<file path="config.mk">
export PLATFORM = sky130hd
export DESIGN_NAME = cache_refill
export DESIGN_NICKNAME = d
export VERILOG_FILES = /design/src/rtl/cache_pkg.sv /design/src/rtl/cache_refill.sv
export SDC_FILE = /design/constraint.sdc
export NUM_CORES = 1
export LEC_CHECK = 0
export BUFFER_PORTS_ARGS = -buffer_cell sky130_fd_sc_hd__clkbuf_2
export CAP_MARGIN = 15
export CORE_UTILIZATION = 36
export DETAILED_ROUTE_END_ITERATION = 7
export PLACE_DENSITY = 0.77
export SLEW_MARGIN = 20
export SYNTH_ARGS = -nofsm -noshare
export SYNTH_HDL_FRONTEND = slang
export SYNTH_SLANG_ARGS = --single-unit
</file>
<file path="constraint.sdc">
create_clock -name clk -period 1.3 [get_ports clk]
set_input_delay 0.13 -clock clk [delete_from_list [all_inputs] [get_ports clk]]
set_output_delay 0.13 -clock clk [all_outputs]
set_load 0.01 [all_outputs]
</file>
<file path="src/rtl/cache_pkg.sv">
// Shared cache geometry and refill state encoding, common to the refill and writeback stages.
package cache_pkg;

    localparam int LINE_WORDS = 8;
    localparam int INDEX_W    = 6;
    localparam int TAG_W      = 21;
    localparam int MEM_AW     = 13;
    localparam int WORD_W     = $clog2(LINE_WORDS);
    localparam int LINE_W     = MEM_AW - WORD_W;
    localparam int TAG_LO_W   = LINE_W - INDEX_W;

    localparam logic [1:0] ST_IDLE = 2'd0;
    localparam logic [1:0] ST_FILL = 2'd1;
    localparam logic [1:0] ST_LAST = 2'd2;
    localparam logic [1:0] ST_DONE = 2'd3;

    // Miss address with the byte offset stripped: {tag, index, word}.
    typedef struct packed {
        logic [TAG_W-1:0]   tag;
        logic [INDEX_W-1:0] index;
        logic [WORD_W-1:0]  word;
    } miss_addr_t;

    // Main-memory line number: the low tag bits sit directly above the index.
    function automatic logic [LINE_W-1:0] mem_line(input miss_addr_t a);
        return {a.tag[TAG_LO_W-1:0], a.index};
    endfunction

endpackage

</file>
<file path="src/rtl/cache_refill.sv">
// Cache line refill engine: streams one 8-word line from main memory into the
// data RAM, invalidates then revalidates the tag, and forwards the missed word.
module cache_refill
    import cache_pkg::*;
(
    input  logic                    clk,
    input  logic                    rst_n,
    input  logic                    start,
    input  logic [31:0]             CPU_addr,
    output logic [MEM_AW-1:0]       main_mem_addr,
    input  logic [31:0]             main_mem_dout,
    output logic                    cache_data_we,
    output logic [INDEX_W+WORD_W-1:0] cache_data_addr,
    output logic [31:0]             cache_data_din,
    output logic                    tag_we,
    output logic [INDEX_W-1:0]      tag_addr,
    output logic [TAG_W:0]          tag_din,
    output logic                    fwd_valid,
    output logic [31:0]             fwd_data,
    output logic                    busy,
    output logic                    done
);

    logic [1:0]        state;
    logic [WORD_W-1:0] cnt;
    miss_addr_t        line_q;
    logic              wr_vld;
    logic [WORD_W-1:0] wr_word;
    logic              in_fill;
    logic              unused_byte_off;

    assign unused_byte_off = ^CPU_addr[1:0];
    assign in_fill         = (state == ST_FILL);

    always_ff @(posedge clk or negedge rst_n) begin
        if (!rst_n) begin
            state  <= ST_IDLE;
            cnt    <= '0;
            line_q <= '0;
        end else begin
            case (state)
                ST_IDLE: begin
                    cnt <= '0;
                    if (start) begin
                        line_q <= miss_addr_t'(CPU_addr[31:2]);
                        state  <= ST_FILL;
                    end
                end
                ST_FILL: begin
                    cnt <= cnt + 1'b1;
                    if (cnt == WORD_W'(LINE_WORDS - 1))
                        state <= ST_LAST;
                end
                ST_LAST: state <= ST_DONE;
                default: state <= ST_IDLE;
            endcase
        end
    end

    // Memory data lags its address by one cycle, so the data RAM write trails
    // each FILL cycle; the final write lands in LAST.
    always_ff @(posedge clk or negedge rst_n) begin
        if (!rst_n) begin
            wr_vld  <= 1'b0;
            wr_word <= '0;
        end else begin
            wr_vld  <= in_fill;
            wr_word <= cnt;
        end
    end

    assign main_mem_addr   = in_fill ? {mem_line(line_q), cnt} : '0;

    assign cache_data_we   = wr_vld;
    assign cache_data_addr = wr_vld ? {line_q.index, wr_word} : '0;
    assign cache_data_din  = main_mem_dout;

    // Invalidate before the first data write so an aborted refill never looks valid.
    assign tag_we          = (in_fill && cnt == '0) || (state == ST_LAST);
    assign tag_addr        = tag_we ? line_q.index : '0;
    assign tag_din         = tag_we ? {(state == ST_LAST), line_q.tag} : '0;

    assign fwd_valid       = wr_vld && (wr_word == line_q.word);
    assign fwd_data        = fwd_valid ? main_mem_dout : '0;

    assign busy            = (state != ST_IDLE);
    assign done            = (state == ST_DONE);

endmodule

</file>
==> flow_summary.json, run 1 <==
{
  "area_growth_syn_to_layout_pct": 55.6,
  "drc": 28,
  "portBuffers": 183,
  "critPathKind": "flip-flop to primary output",
  "dr.pass1.iters": 6,
  "drtAntennaViolNets": 0,
  "worst_pin_slew_ns": 0.507,
  "avgViaCountPerCell": 4.58,
  "top_level_ports": 186,
  "p_per_area_nw_per_um2": 2130,
  "start_util_pct": 37.7,
  "critPathLaunch": "state[1]",
  "synth_ff_type": "dfrtp_1",
  "maxCapViolations": 0,
  "p_clk_share_pct": 10.2,
  "avgSynthCellArea_um2": 10.7,
  "synth_edf_count": 0,
  "totalWireLength_um": 7070,
  "final_util_pct": 58.6,
  "async_flop_share_pct": 100,
  "fmax_mhz": 593,
  "cts.reportedPaths.clkPinSlew_ns": 0.08,
  "finalClockSkew_ns": 0.00548,
  "endpoint": "tag_din[16]",
  "synth-seq-area-share_pct": 40.3,
  "cts_num_sinks": 39,
  "row_count": 29,
  "rrSetupSlack_ns": -0.26,
  "dpl.cell_count": 457,
  "numCtsBuffers": 5,
  "power.leakage_uw": 0.00208,
  "hold_viol_final": 0,
  "clk_path_buf_depth": 2,
  "root_buffer": "clkbuf_8",
  "combPwrFrac_pct": 62.4,
  "netlist_area_um2": 2420,
  "cts_tree": "done",
  "hpwl_um": 5040,
  "synthTopCellsByArea": "dfrtp_1 (40%), mux2_2 (15%), and2_1 (14%), buf_4 (9.9%), nor2b_1 (7.2%)",
  "setup_viol": 110,
  "ys_ff_latch": 39,
  "die-area_um2": 7050,
  "rsz0062_at_grt": "yes",
  "holdCritPathClass": "primary input to flip-flop",
  "place.gp.congestion": 0.784,
  "grt_start_max_net_pins": 40,
  "period_share_pct": 130,
  "cp-start-kind": "flip-flop",
  "cp.required_ns": 1.17,
  "synth.net_count": 302,
  "drv_slew": 0,
  "synth_area_leader_cell": "dfrtp_1",
  "fin_crit_ns": 1.69,
  "endpoint_kind": "primary output",
  "wl_per_cell_um": 14.8,
  "grt-ovfl-total": 0,
  "ys.warnings.count": 0,
  "cp.arrival_ns": 1.56,
  "drive_above_1_share_pct": 68.3,
  "power.internal_uw": 4960,
  "nets": 475,
  "ff2ff_path_depth": 5,
  "vias": 2191,
  "gr-usage-all-layers_pct": 19.4,
  "die_y_um": 84.0,
  "slew_headroom_pct": 66.2,
  "fp.dieW_um": 84.0,
  "htreeDepth": 2,
  "power_frac_seq_pct": 27.4,
  "power.switching_uw": 3080,
  "r2r-start": "state[1]",
  "yosysUniqueCellTypes": 23,
  "grt_pass1_vias": 2156,
  "fin_ws_ns": -0.386,
  "grt_pass1_wl_um": 10700,
  "drt_iter0_drc": 55,
  "insertion_delay_ns": 0.29,
  "ir_drop_v": 0.00139,
  "holdWs_ns": 0.0617,
  "nFillCells": 557,
  "reg2reg_to": "state[0]",
  "synth_top_area_share_pct": 40.3,
  "status": "complete, but fails checks",
  "postSynthCellCount": 227,
  "instances_no_fill": 478,
  "antenna_found_initial": 0,
  "antenna_cells": 0,
  "core_um2": 6420,
  "violations": "design-rule violations, negative setup slack",
  "total_power_uw": 8030,
  "path_max_fanout": 28,
  "p_sw_share_pct": 38.3
}
## power by group through the flow
stage	Clock, uW	Combinational, uW	Sequential, uW
floorplan	0	2590	2090
global placement	0	3840	2160
detailed placement	0	3940	2200
CTS	824	4730	2200
global route	872	5400	2270
finish	817	5020	2200
## cell families after synthesis
kind of cell    share of synthesized area, %
compound gates                          2.07
xor+xnor                                1.09
fa+ha+maj                               4.14
buf+inv                                 14.1
flops                                   40.3
mux                                     14.9
simple gates                            23.4
## repair_timing
action | CTS | global route
hold buffers | 1 | 0
gates resized for setup | 42 | 69
hold endpoints to repair | 39 | 0
pin swaps | 6 | 3
gates cloned | 3 | 1
endpoints found under the setup margin | 110 | 114
buffers inserted | 4 | 5
## state kept, by name, summed over array words and instances (netlist names)
register / count
wr_word: 3
state: 2
cache_data_we: 1
line_q: 30
cnt: 3
## area by class of cell
cell class | instances | area, um2 | area share [%]
Clock buffer | 6 | 72.6 | 1.93
Clock inverter | 2 | 12.5 | 0.332
Inverter | 7 | 26.3 | 0.698
Multi-Input combinational cell | 141 | 1340 | 35.6
Sequential cell | 39 | 977 | 25.9
Tap cell | 77 | 96.3 | 2.56
Timing Repair Buffer | 206 | 1240 | 32.9
## through the flow
stage | worst slack [ns] | setup TNS, ns | area [um2]
floorplan | -0.101 | -2.49 | 2470
global placement | -0.208 | -11.06 | 3270
detailed placement | -0.263 | -13.61 | 3270
CTS | -0.381 | -31.61 | 3610
global route | -0.441 | -37.77 | 3770
finish | -0.386 | -31.94 | 3770
## metal layers
metal / up-vias / part of all wire, % / track usage (%)
li1: 1035 / - / -
met1: 1030 / 38 / 21.0
met2: 120 / 54 / 38.2
met3: 6 / 6.9 / 3.86
met4: 0 / 0.81 / 4.23
met5: - / 0 / 0
## worst max-delay path, stage by stage (launching register included)
cell and delay (ns):
dfrtp_1 0.40, buf_6 0.13, ha_4 0.16, a31oi_4 0.16
buf_12 0.19, nor2b_1 0.06, buf_2 0.14
## synth_stat cells, types with 3 or more instances
cell type / number
inv_1: 7
buf_2: 4
mux2_2: 32
dfrtp_1: 39
and2_1: 54
ha_1: 8
buf_4: 32
xnor2_1: 3
nor2b_1: 28
## worst min path at each step
stage,startpoint,slack [ns],to,cells after the start
5_1_grt,CPU_addr[19],0.06,line_q[17],2
6_report,CPU_addr[8],0.06,line_q[6],2
4_1_cts,CPU_addr[19],0.06,line_q[17],2
2_1_floorplan,rst_n,-0.17,cache_data_we,0
3_3_place_gp,rst_n,0.21,line_q[10],2
3_5_place_dp,rst_n,0.21,line_q[10],2
## cell usage in the layout, fill, tap and decap left out, types with 5 or more instances in the layout
cell and instances:
buf_6 16, dfrtp_1 38, clkbuf_8 5, clkbuf_2 136, buf_2 39, mux2_4 17, and2_1 50, nor2b_1 24
buf_4 9, mux2_2 15
Note: power is estimated with default switching activity, not from simulation.
==> run 2, diff against run 1 <==
==> constraint.sdc (replaced) <==
create_clock -name clk -period 1.3 [get_ports clk]
set_input_delay 0.39 -clock clk [delete_from_list [all_inputs] [get_ports clk]]
set_output_delay 0.39 -clock clk [all_outputs]
set_load 0.01 [all_outputs]
==> run 2 against run 1 <==
  * The run still ends with design-rule violations, negative setup slack left
  * Routed wire length is 20% higher
  * Sequential power hardly changed
  * Design area is 20% higher
  * Utilization is 12 points higher
  * Flip-flop and latch count stayed put
  * Die area stayed put
  * Non-clock buffer count is 16 higher
  * Via count is 5.9% higher
  * Final cell count is 2.9% higher
  * Critical path depth is 1 higher
  * Clock skew is 0.0015 ns lower
  * Total power is 24% higher
  * Highest routed layer unchanged
==> flow_summary.json, run 2 (synthesis gave the netlist of run 1 again) <==
{
  "top_regs": "line_q: 30 flops, cnt: 3 flops, wr_word: 3 flops",
  "worst_pin_slew_ns": 0.289,
  "regMostFlops": "line_q",
  "layout_common_cells": "clkbuf_2 (118), buf_6 (67), and2_4 (42)",
  "instances_no_fill": 492,
  "drtAntennaViolNets": 0,
  "cts_num_sinks": 39,
  "drc": 30,
  "nets": 488,
  "fmax_mhz": 499,
  "die_y_um": 84.0,
  "wl_per_cell_um": 17.3,
  "die-area_um2": 7050,
  "period_share_pct": 154,
  "critPathKind": "flip-flop to primary output",
  "dr.pass1.iters": 6,
  "root_buffer": "clkbuf_8",
  "hpwl_um": 5220,
  "layout_commonest_cell": "clkbuf_2",
  "violations": "design-rule violations, negative setup slack",
  "nFillCells": 446,
  "area_growth_syn_to_layout_pct": 86.4,
  "grt_pass1_wl_um": 11300,
  "core_um2": 6420,
  "cp.arrival_ns": 1.61,
  "path_max_fanout": 7,
  "drv_slew": 0,
  "r2r-start": "state[1]",
  "fin_ws_ns": -0.703,
  "hold_viol_final": 0,
  "ff2ff_path_depth": 8,
  "portBuffers": 183,
  "dpl.cell_count": 464,
  "row_count": 29,
  "cts.reportedPaths.clkPinSlew_ns": 0.08,
  "fp.dieW_um": 84.0,
  "totalWireLength_um": 8500,
  "ir_drop_v": 0.00145,
  "drt_iter0_drc": 76,
  "p_per_area_nw_per_um2": 2220,
  "grt-ovfl-total": 0,
  "htreeDepth": 2,
  "numCtsBuffers": 5,
  "top_level_ports": 186,
  "insertion_delay_ns": 0.29,
  "place.gp.congestion": 0.823,
  "avgViaCountPerCell": 4.72,
  "holdWs_ns": 0.0607,
  "gr-usage-all-layers_pct": 20.7,
  "reg2reg_to": "state[0]",
  "grt_start_max_net_pins": 40,
  "setup_viol": 121,
  "finalClockSkew_ns": 0.00402,
  "clk_path_buf_depth": 2,
  "cp-start-kind": "flip-flop",
  "cp.required_ns": 0.91,
  "maxCapViolations": 0,
  "rrSetupSlack_ns": -0.59,
  "power.leakage_uw": 0.00239,
  "final.setup.tns_ns": -60.96,
  "largest_reg_flops": 30,
  "grt_pass1_vias": 2276,
  "endpoint_kind": "primary output",
  "cts_tree": "done",
  "start_util_pct": 37.7,
  "slew_headroom_pct": 80.6,
  "final_util_pct": 70.2,
  "rsz0062_at_grt": "yes",
  "antenna_found_initial": 1,
  "total_power_uw": 9990,
  "status": "complete, but fails checks",
  "vias": 2321,
  "fin_crit_ns": 2.00,
  "drive_above_1_share_pct": 82.6,
  "holdCritPathClass": "primary input to async pin"
}
[run 2: worst max path at each step]
stage	startpoint	to	slack (ns)	depth (start not counted)
global route	state[1]	tag_addr[3]	-0.76	7
finish	state[0]	tag_din[16]	-0.70	7
detailed placement	wr_word[2]	fwd_data[22]	-0.38	5
global placement	state[1]	tag_din[17]	-0.33	6
CTS	state[1]	tag_din[19]	-0.69	7
floorplan	state[0]	tag_din[12]	-0.26	5
[run 2: report_power, final]
group          total [uW]  internal [uW]  switching (uW)  leakage (uW)
combinational        6980           4170            2810       0.00188
clock                 784            377             407     0.0000422
sequential           2230           1810             424      0.000469
total                9990           6350            3640       0.00239
[run 2: cell type report]
cell class	instances	area (um2)	share of cell area (%)
antenna	1	2.50	0.0555
clock buffer	7	76.3	1.69
clock inverter	1	5.00	0.111
inverter	7	26.3	0.583
multi-input combinational	138	1520	33.6
sequential	39	978	21.7
tap	77	96.3	2.14
timing repair buffer	222	1810	40.1
[run 2: metrics by stage]
step                cell area (um2)  setup WS [ns]
floorplan                      2600         -0.263
global placement               3470         -0.326
detailed placement             3470         -0.378
CTS                            4010         -0.695
global route                   4510         -0.763
finish                         4510         -0.703
[run 2: timing repair]
item	4_1_cts	5_1_grt
resized for setup	55	165
setup endpoints to repair	121	122
cloned	5	4
pin swaps	4	10
hold buffers	0	0
hold endpoints to repair	0	0
buffers inserted	13	7
[run 2: layer usage]
| metal | track usage [%] | vias to the layer above | wire length (um) |
|---|---|---|---|
| li1 | - | 1060 | - |
| met1 | 22.3 | 1104 | 3050 |
| met2 | 38.2 | 135 | 4640 |
| met3 | 5.04 | 22 | 518 |
| met4 | 9.09 | 0 | 288 |
| met5 | 0 | - | 0 |
[run 2: worst max-delay path, cell delays in order (launching register included)]
cell     delay [ns]
dfrtp_2        0.42
inv_2          0.07
ha_4           0.18
a31oi_4        0.18
buf_6          0.16
buf_16         0.15
nor2b_4        0.05
buf_6          0.11
==> run 3, diff against run 2 <==
--- a/config.mk
+++ b/config.mk
@@ -10,6 +10,7 @@
 export CORE_UTILIZATION = 36
 export DETAILED_ROUTE_END_ITERATION = 7
 export PLACE_DENSITY = 0.77
+export RECOVER_POWER = 50
 export SLEW_MARGIN = 20
 export SYNTH_ARGS = -nofsm -noshare
 export SYNTH_HDL_FRONTEND = slang
==> run 3 against run 2 <==
  * Highest routed layer unchanged
  * Sequential share of layout area grew 0.072 points
  * Critical path depth is the same
  * Design area shrank 0.33%
  * The flow still finishes with violations (design-rule violations, negative setup slack)
  * Global-route usage is the same
  * Combinational power is essentially flat
  * Fmax is essentially flat
  * Total power is essentially flat
  * Routed wire length is essentially flat
  * Largest power group unchanged
  * Flip-flop and latch count is the same
  * Die area is the same
  * Via count is essentially flat
  * Clock power is essentially flat
==> flow_summary.json, run 3 (synthesis gave the netlist of run 1 again) <==
{
  "row_count": 29,
  "p_per_area_nw_per_um2": 2220,
  "layout_commonest_cell": "clkbuf_2",
  "grt_pass1_vias": 2276,
  "place.gp.congestion": 0.823,
  "layout_common_cells": "clkbuf_2 (119), buf_6 (67), and2_4 (42)",
  "period_share_pct": 154,
  "die-area_um2": 7050,
  "holdWs_ns": 0.326,
  "nets": 488,
  "portBuffers": 183,
  "total_power_uw": 9990,
  "fin_crit_ns": 2.00,
  "ir_drop_v": 0.00144,
  "regMostFlops": "line_q",
  "power.leakage_uw": 0.00239,
  "largest_reg_flops": 30,
  "htreeDepth": 2,
  "fin_ws_ns": -0.703,
  "setup_viol": 121,
  "drtAntennaViolNets": 0,
  "cts.reportedPaths.clkPinSlew_ns": 0.08,
  "slew_headroom_pct": 36.7,
  "dr.pass1.iters": 6,
  "cp-start-kind": "flip-flop",
  "path_max_fanout": 7,
  "numCtsBuffers": 5,
  "clk_path_buf_depth": 2,
  "status": "complete, but fails checks",
  "core_um2": 6420,
  "cp_slowest_stage_delay_ns": 0.42,
  "drc": 30,
  "grt_pass1_wl_um": 11300,
  "fp.dieW_um": 84.0,
  "cts_tree": "done",
  "top_regs": "line_q: 30 flops, cnt: 3 flops, wr_word: 3 flops",
  "crit_path_top_delay_cell": "dfrtp_2",
  "root_buffer": "clkbuf_8",
  "cp.arrival_ns": 1.61,
  "vias": 2323,
  "drive_above_1_share_pct": 82.6,
  "path_buf_inv": 4,
  "cts_num_sinks": 39,
  "drt_iter0_drc": 76,
  "avgViaCountPerCell": 4.72,
  "crit_chain": "inv_2 -> ha_4 -> a31oi_4 -> buf_6 -> buf_16 -> nor2b_4 -> buf_6",
  "wl_per_cell_um": 17.3,
  "die_y_um": 84.0,
  "antenna_found_initial": 1,
  "cts_hold_buf": 0,
  "instances_no_fill": 492,
  "drv_slew": 0,
  "totalWireLength_um": 8500,
  "critPathKind": "flip-flop to primary output",
  "top_level_ports": 186,
  "cp.required_ns": 0.91,
  "maxCapViolations": 0,
  "violations": "design-rule violations, negative setup slack",
  "start_util_pct": 37.7,
  "grt-ovfl-total": 0,
  "finalClockSkew_ns": 0.00404,
  "area_growth_syn_to_layout_pct": 85.8,
  "gr-usage-all-layers_pct": 20.7,
  "hpwl_um": 5220,
  "hold_viol_final": 0,
  "holdCritPathClass": "primary input to async pin",
  "rrSetupSlack_ns": -0.59,
  "endpoint_kind": "primary output",
  "rsz0062_at_grt": "yes",
  "insertion_delay_ns": 0.29,
  "crit_family": "buffers and inverters",
  "cp_common_cell": "buf_6",
  "grt_start_max_net_pins": 40,
  "dpl.cell_count": 464,
  "worst_pin_slew_ns": 0.950,
  "fmax_mhz": 499
}
run 3: cell types whose count changed in the layout (fill, tap and decap cells not counted), sizes merged:
| cell | change |
|---|---|
| buf | -1 |
| clkbuf | +1 |
run 3: area by class of cell:
type / instances / area, um2
Tap cell: 77 / 96.3
Sequential cell: 39 / 978
Inverter: 7 / 26.3
Clock inverter: 1 / 5.00
Clock buffer: 7 / 76.3
Timing Repair Buffer: 222 / 1800
Antenna cell: 1 / 2.50
Fill cell: 448 / 1930
Multi-Input combinational cell: 138 / 1520
run 3: path summary, 6_finish.rpt:
check / cells past startpoint / start / end
worst max-delay path: 7 / state[0] / tag_din[16]
max in group asynchronous: 2 / rst_n / state[0]
min in group clk: 2 / CPU_addr[8] / line_q[6]
worst min-delay path: 2 / rst_n / line_q[21]
worst max register to register: 8 / state[1] / state[0]
worst min register to register: 1 / cnt[2] / wr_word[2]
run 3: what timing repair did:
item | 4_1_cts | 5_1_grt
gates resized for setup | 55 | 165
cloned | 5 | 4
pin swaps | 4 | 10
setup buffers | 13 | 7
setup endpoints to repair | 121 | 122
run 3: routing by layer:
layer  share of wire [%]  vias to the layer above  global-route usage (%)
met5                   0                        -                       0
li1                    -                     1060                       -
met1                  36                     1104                    22.3
met4                 3.4                        0                    9.09
met2                  55                      137                    38.2
met3                 6.2                       22                    5.04
run 3: per-stage QoR:
stage	instance area [um2]	setup slack [ns]	setup TNS, ns	utilization [%]
2_1_floorplan	2600	-0.263	-17.47	-
3_3_place_gp	3470	-0.326	-28.57	54.0
3_5_place_dp	3470	-0.378	-33.54	54.0
4_1_cts	4010	-0.695	-61.29	62.5
5_1_grt	4500	-0.763	-66.43	70.0
6_report	4500	-0.703	-60.95	70.0
run 3: where the power goes:
| part | leakage, uW | total (uW) | internal, uW | switching (uW) |
|---|---|---|---|---|
| clock network | 0.0000422 | 784 | 377 | 407 |
| logic | 0.00187 | 6970 | 4160 | 2810 |
| registers | 0.000469 | 2230 | 1810 | 425 |
